### src/rtl/alu_flags_wb.sv
// ALU writeback consumer: derives ZF/SF/PF, commits masked flags, evaluates
// x86 condition codes, and buffers results in a 2-entry queue toward writeback.
module alu_flags_wb #(
  parameter int W      = 32,
  parameter int DEST_W = 3
) (
  input  logic              clk,
  input  logic              rst_n,
  input  logic              in_valid,
  output logic              in_ready,
  input  logic [W-1:0]      in_result,
  input  logic              in_cf,
  input  logic              in_af,
  input  logic              in_of,
  input  logic [5:0]        in_fmask,
  input  logic [DEST_W-1:0] in_dest,
  input  logic              in_we,
  output logic              wb_valid,
  input  logic              wb_ready,
  output logic [W-1:0]      wb_result,
  output logic [DEST_W-1:0] wb_dest,
  output logic              wb_we,
  input  logic              flags_ld,
  input  logic [5:0]        flags_ld_val,
  output logic [5:0]        flags,
  input  logic [3:0]        cc_sel,
  output logic              cc_true
);

  localparam int F_CF = 0;
  localparam int F_PF = 1;
  localparam int F_AF = 2;
  localparam int F_ZF = 3;
  localparam int F_SF = 4;
  localparam int F_OF = 5;

  typedef struct packed {
    logic [W-1:0]      result;
    logic [DEST_W-1:0] dest;
    logic              we;
  } entry_t;

  entry_t      r_mem [2];
  logic        r_wr_ptr;
  logic        r_rd_ptr;
  logic [1:0]  r_count;
  logic [5:0]  r_flags;

  logic        w_enq;
  logic        w_deq;
  logic [5:0]  w_new_flags;
  logic [5:0]  w_next_flags;
  logic        w_base;

  assign in_ready = (r_count != 2'd2);
  assign wb_valid = (r_count != 2'd0);
  assign w_enq    = in_valid && in_ready;
  assign w_deq    = wb_valid && wb_ready;

  assign wb_result = r_mem[r_rd_ptr].result;
  assign wb_dest   = r_mem[r_rd_ptr].dest;
  assign wb_we     = r_mem[r_rd_ptr].we;
  assign flags     = r_flags;

  // Flags are derived from the word being accepted, so they commit at enqueue time.
  always_comb begin
    w_new_flags       = '0;
    w_new_flags[F_CF] = in_cf;
    w_new_flags[F_PF] = ~^in_result[7:0];
    w_new_flags[F_AF] = in_af;
    w_new_flags[F_ZF] = (in_result == '0);
    w_new_flags[F_SF] = in_result[W-1];
    w_new_flags[F_OF] = in_of;

    w_next_flags = r_flags;
    if (flags_ld) begin
      w_next_flags = flags_ld_val;
    end else if (w_enq) begin
      w_next_flags = (r_flags & ~in_fmask) | (w_new_flags & in_fmask);
    end
  end

  always_ff @(posedge clk) begin
    // NOTE: the two queue entries are reset so wb_* read as zero out of reset;
    // they are few enough that clearing them costs nothing worth avoiding.
    if (!rst_n) begin
      for (int i = 0; i < 2; i++) r_mem[i] <= '0;
      r_wr_ptr <= 1'b0;
      r_rd_ptr <= 1'b0;
      r_count  <= 2'd0;
      r_flags  <= 6'h00;
    end else begin
      if (w_enq) begin
        r_mem[r_wr_ptr] <= '{result: in_result, dest: in_dest, we: in_we};
        r_wr_ptr        <= ~r_wr_ptr;
      end
      if (w_deq) r_rd_ptr <= ~r_rd_ptr;
      case ({w_enq, w_deq})
        2'b10:   r_count <= r_count + 2'd1;
        2'b01:   r_count <= r_count - 2'd1;
        default: r_count <= r_count;
      endcase
      r_flags <= w_next_flags;
    end
  end

  // Jcc pairs: odd codes are the negation of the preceding even code.
  always_comb begin
    w_base = 1'b0;
    case (cc_sel[3:1])
      3'd0:    w_base = r_flags[F_OF];
      3'd1:    w_base = r_flags[F_CF];
      3'd2:    w_base = r_flags[F_ZF];
      3'd3:    w_base = r_flags[F_CF] | r_flags[F_ZF];
      3'd4:    w_base = r_flags[F_SF];
      3'd5:    w_base = r_flags[F_PF];
      3'd6:    w_base = r_flags[F_SF] ^ r_flags[F_OF];
      default: w_base = r_flags[F_ZF] | (r_flags[F_SF] ^ r_flags[F_OF]);
    endcase
    cc_true = w_base ^ cc_sel[0];
  end

endmodule

### config.mk
export PLATFORM = sky130hd
export DESIGN_NAME = alu_flags_wb
export DESIGN_NICKNAME = d
export VERILOG_FILES = /design/src/rtl/alu_flags_wb.sv
export SDC_FILE = /design/constraint.sdc
export NUM_CORES = 1
export LEC_CHECK = 0
export CAP_MARGIN = 20
export CORE_ASPECT_RATIO = 0.9
export CORE_MARGIN = 4
export CORE_UTILIZATION = 30
export DETAILED_ROUTE_END_ITERATION = 10
export DONT_BUFFER_PORTS = 1
export PLACE_DENSITY = 0.46
export SETUP_SLACK_MARGIN = 0.3
export SYNTH_ARGS = -nofsm -noshare
export SYNTH_HDL_FRONTEND = slang
export SYNTH_SLANG_ARGS = --single-unit
### constraint.sdc
create_clock -name clk -period 7.5 [get_ports clk]
set_input_delay 1.5 -clock clk [delete_from_list [all_inputs] [get_ports clk]]
set_output_delay 1.5 -clock clk [all_outputs]
set_load 0.02 [all_outputs]
# After elaboration in Yosys (flattened, before gate mapping)
# Memory sizes are Yosys's and may differ from the RTL's. A register that Yosys moved wholly into a read port is not among the register bits.
# Index checks and enable logic that the tools add are counted.
dict set report op_classes {
  bitwise_logic 10
  order_cmp 0
  eq_ne 9
  div_mod_pow 0
  reduce_logical 9
  shifts 0
  n_addsub 2
  muxes 13
  n_mul 0
}
# operator count
set ops {}
lappend ops {{two-way mux 36 bit} 1}
lappend ops {{OR reduction 36 bit} 1}
lappend ops {{zero test 32 bit} 1}
lappend ops {{bitwise AND 6 bit} 2}
lappend ops {{two-way mux 6 bit} 2}
lappend ops {{== test 3 bit, second input constant} 3}
lappend ops {{two-way mux 1 bit} 8}
lappend ops {{XNOR reduction 8 bit} 1}
lappend ops {{one-hot mux 1 bit (7 select lines)} 1}
lappend ops {{== test 3 x 2 -> 1 bit, second input constant} 2}
lappend ops {{inverter 6 bit} 1}
lappend ops {{OR 6 bit} 1}
lappend ops {{nonzero test 2 bit} 3}
lappend ops {{one-hot mux 2 bit (2 select lines)} 1}
lappend ops {{== test 3 x 1 -> 1 bit, second input constant} 1}
lappend ops {{zero test 3 bit} 1}
lappend ops {{adder 2 x 1 -> 2 bit, second input constant} 1}
lappend ops {{== test 2 x 1 -> 1 bit, second input constant} 1}
lappend ops {{== test 2 bit, second input constant} 1}
lappend ops {{logical AND 1 bit} 2}
lappend ops {{inequality test 2 bit, second input constant} 1}
lappend ops {{inverter 1 bit} 2}
lappend ops {{OR 1 bit} 2}
lappend ops {{subtractor 2 x 1 -> 2 bit, second input constant} 1}
lappend ops {{XOR 1 bit} 2}
dict set report totals {
  ram_bits 72
  romBits 0
  ff_bits 10
  word_cells 48
  latch_bits 0
  memories 1
  output_inout_bits 45
  input_bits 60
}
# memory depth word_bits rd rd_clocked_by_memory_dff wr line
set mem_list {}
lappend mem_list {r_mem 2 36 1 1 2 43} ;# entry_t r_mem [2];

# Longest topological paths before layout
dict set report logic_depth {
  depth_word 7
  depth_mapped 9
  ltp_nobuf 7
}

# Worst setup path after synthesis
# No wires, ideal clock.
dict set report synth_timing {
  path_kind {input port to flip-flop}
  startpoint {in in_valid}
  endpoint {mem r_mem[0][0] in the netlist's numbering (enable)}
  required_ns 7.021
  setup_time_ns 0.479
  arrival_time_ns 4.344
  slack_ns 2.677
  cell_stages 4
  n_path_buf 1
  cell_sequence {and2_4 buf_6 inv_4 o21ai_0}
}
# element line
set synth_rtl {}
lappend synth_rtl {{from (decl)} 9} ;# input logic in_valid,
lappend synth_rtl {{to (decl)} 43}

# Final worst setup path
dict set report layout_timing {
  startpoint {in cc_sel[2]}
  endpoint {out cc_true}
}
dict set report layout_via {
  elab_chain_cells 3
  word_cells_on_any_way 9
  cone_classes {6 x eq/ne; 1 x mux; 1 x bitwise; 1 x reduce/logical}
}
# element line
set layout_lines {}
lappend layout_lines {{from (decl)} 26} ;# input logic [3:0] cc_sel,
lappend layout_lines {{== test 3 bit, or another cell as far along} 110} ;# case (cc_sel[3:1])
lappend layout_lines {{one-hot mux 1 bit (7 select lines) (*)} 110}
lappend layout_lines {{XOR 1 bit (*)} 120} ;# cc_true = w_base ^ cc_sel[0];
lappend layout_lines {{to (decl)} 27} ;# output logic cc_true
# Every way passes the cells marked *; elsewhere a longest branch is shown, timed or not.

==> qor.yml <==
outcome:
  status: "completed"
worst_setup_path:
  timing.rr.start: "r_count[0]"
  crit_cells: 4
  critPathLaunch: "cc_sel[2]"
  r2r_cells: 4
  slowest_delay_ns: 0.41
  cp_slowest_cell: "xnor2_1"
  path_cells: "mux2_2 -> o211ai_1 -> a211oi_1 -> xnor2_1"
  critical_path_class: "primary input to output pin"
  cp_max_fo: 5
  crit_arrival_ns: 2.48
  required_ns: 6.00
  critPathBufInv: 0
  cp-start-kind: "primary input"
  reg2reg_slack_ns: 5.05
  cpLargestDelayFamily: "XOR/XNOR gates"
  crit_path_end_kind: "output pin"
hold_path:
  hold_path_class: "flip-flop to flip-flop"
  hold_depth: 2
  hp-start: "r_count[1]"
floorplan:
  fp.dieW_um: 128
  coreArea_mm2: 0.0127
  pin_count: 105
  die_y_um: 116
  dieArea_mm2: 0.0148
  rows: 39
  start_util: 0.306
sta:
  period_share: 0.531
  max_freq_mhz: 251
  finalSetupViolations: 0
  fin_tns_setup_ns: 0
  period_minus_slack_ns: 3.98
  worst_pin_slew_ns: 0.991
  finalClockSkew_ns: 0.00536
  finalHoldViolations: 0
  final_max_slew_viol_count: 0
  slew_headroom: 0.339
  rsz0062_at_grt: "no"
  setup_ws_ns: 3.52
synthesis:
  avgSynthCellArea_um2: 13.3
  yosys.area_share.simple: 0.171
  synth_top_family_by_area: "simple AND/OR/NAND/NOR gates"
  ys_seq_area_frac: 0.613
  postSynth.asyncResetShare: 0
  synth_compound_area_frac: 0.0406
  ys.flop_type: "edfxtp_1"
  synth_warnings: 0
  synth_mux_area_frac: 0.107
  synth-seq-cells: 83
  synthAdderAreaFrac: 0.0161
  synth_cells: 292
  synth_edf_count: 72
  syn_nets: 357
  synth_area_mm2: 0.00388
  synthXorXnorAreaFrac: 0.0180
  synth_cell_types: 38
route:
  wl_um: 8650
  drt_iter0_drc: 81
  wl_met3_um: 879
  drc: 0
  wl_met1_um: 3680
  drt_first_pass_iters: 4
  top_layer: "met4"
  post_drt_wl_per_cell_um: 18.8
  wl_met2_um: 3980
  detail-route-antenna-nets: 0
  vias: 2193
  drt-vias-per-instance: 4.77
clock_tree:
  htreeDepth: 3
  cts_tree: "done"
  numCtsBuffers: 9
  post_cts_resized: 0
  clk-insertion-delay-late_ns: 0.34
  hold_buffers: 0
  post_cts_buffers: 0
  root_buffer: "clkbuf_16"
  cts_num_sinks: 83
  cts_max_path_buffers: 2
  path_clk_slew_ns: 0.06
cells_and_area:
  instances_no_fill: 460
  most-common-layout-cells: "and2_1 (75), edfxtp_1 (72), mux2_2 (37), inv_1 (15), dfxtp_1 (10)"
  area_growth_pct: 11.8
  layout.nets: 357
  drive_gt1_frac: 0.209
  final_common_cell: "and2_1"
  fillers: 1245
  utilization: 0.342
  diodes: 0
placement:
  gp_routability_congestion: 0.740
  portBuffers: 0
  dp.cells: 445
  post-dp-hpwl_um: 5810
  pre_cts_ws_ns: 3.53
global_route:
  grt-ovfl-total: 0
  grt_antenna_before_repair: 0
  grt_usage: 0.122
  grt_max_degree: 37
  first_global_vias: 2339
  grt_pass1_wl_um: 13500
pwr:
  ir_drop_mv: 0.105
  p_per_area_mw_per_mm2: 327
  leakage_nw: 1.61
run:
  maxCapViolCount: 0
==> cell type report <==
class | count | area, um2 | area share
clock buffer | 9 | 225 | 0.0519
multi-input combinational | 179 | 1380 | 0.319
clock inverter | 6 | 57.6 | 0.0133
timing repair buffer | 3 | 22.5 | 0.00519
tap | 164 | 205 | 0.0473
inverter | 16 | 62.6 | 0.0144
sequential | 83 | 2380 | 0.549
==> flip-flops by register name, indices dropped and copies added, names as in the netlist, named ones only <==
name	cells
r_mem	72
r_count	2
r_rd_ptr	1
r_wr_ptr	1
==> cell families (layout without fill, tap and decap cells) <==
family          after synthesis  count (layout)
buf+inv                      30              34
xor+xnor                      8               8
fa+ha+maj                     5               5
simple gates                104             104
mux                          37              37
compound gates               25              25
flops                        83              83
==> final timing paths <==
kind,end
setup / recovery,cc_true
setup reg to reg,r_mem[1][25]
hold / removal,r_count[1]
hold reg to reg,r_count[1]
==> cell usage after synthesis (all sizes together), types with 3 or more instances <==
master,n,share of area
ha,5,0.016
mux2,37,0.11
xnor2,8,0.018
o21ai,9,0.012
a21oi,3,0.0039
a31oi,5,0.0081
nand3b,3,0.0058
inv,16,0.016
buf,6,0.0090
and2,76,0.12
nor2,4,0.0039
clkbuf,8,0.0087
nand3,3,0.0039
nor4,4,0.0064
edfxtp,72,0.56
dfxtp,11,0.057
a311oi,4,0.0090
==> metal layers <==
metal,global-route usage,up-vias
met2,0.189,97
li1,-,1038
met1,0.150,1045
met4,0.0403,0
met3,0.0608,13
met5,0,-
==> power breakdown <==
group	leakage (nW)	switching (mW)	internal [mW]
sequential	0.855	0.0583	0.588
combinational	0.614	0.212	0.133
clock	0.137	0.173	0.253
total	1.61	0.443	0.974
==> metrics by stage <==
| step | hold WS [ns] | power, mW | area, um2 |
|---|---|---|---|
| after floorplan | 0.473 | 0.945 | 3880 |
| after global placement | 0.495 | 1.01 | 4060 |
| after detailed placement | 0.504 | 1.01 | 4060 |
| after CTS | 0.513 | 1.45 | 4340 |
| after global routing | 0.573 | 1.50 | 4340 |
| final | 0.512 | 1.42 | 4340 |
==> worst min-delay path, delay by kind of cell (launching register included) <==
kind | cells | cell delay (ns)
flops | 1 | 0.33
compound gates | 2 | 0.14
(Power assumes the default switching activity.)
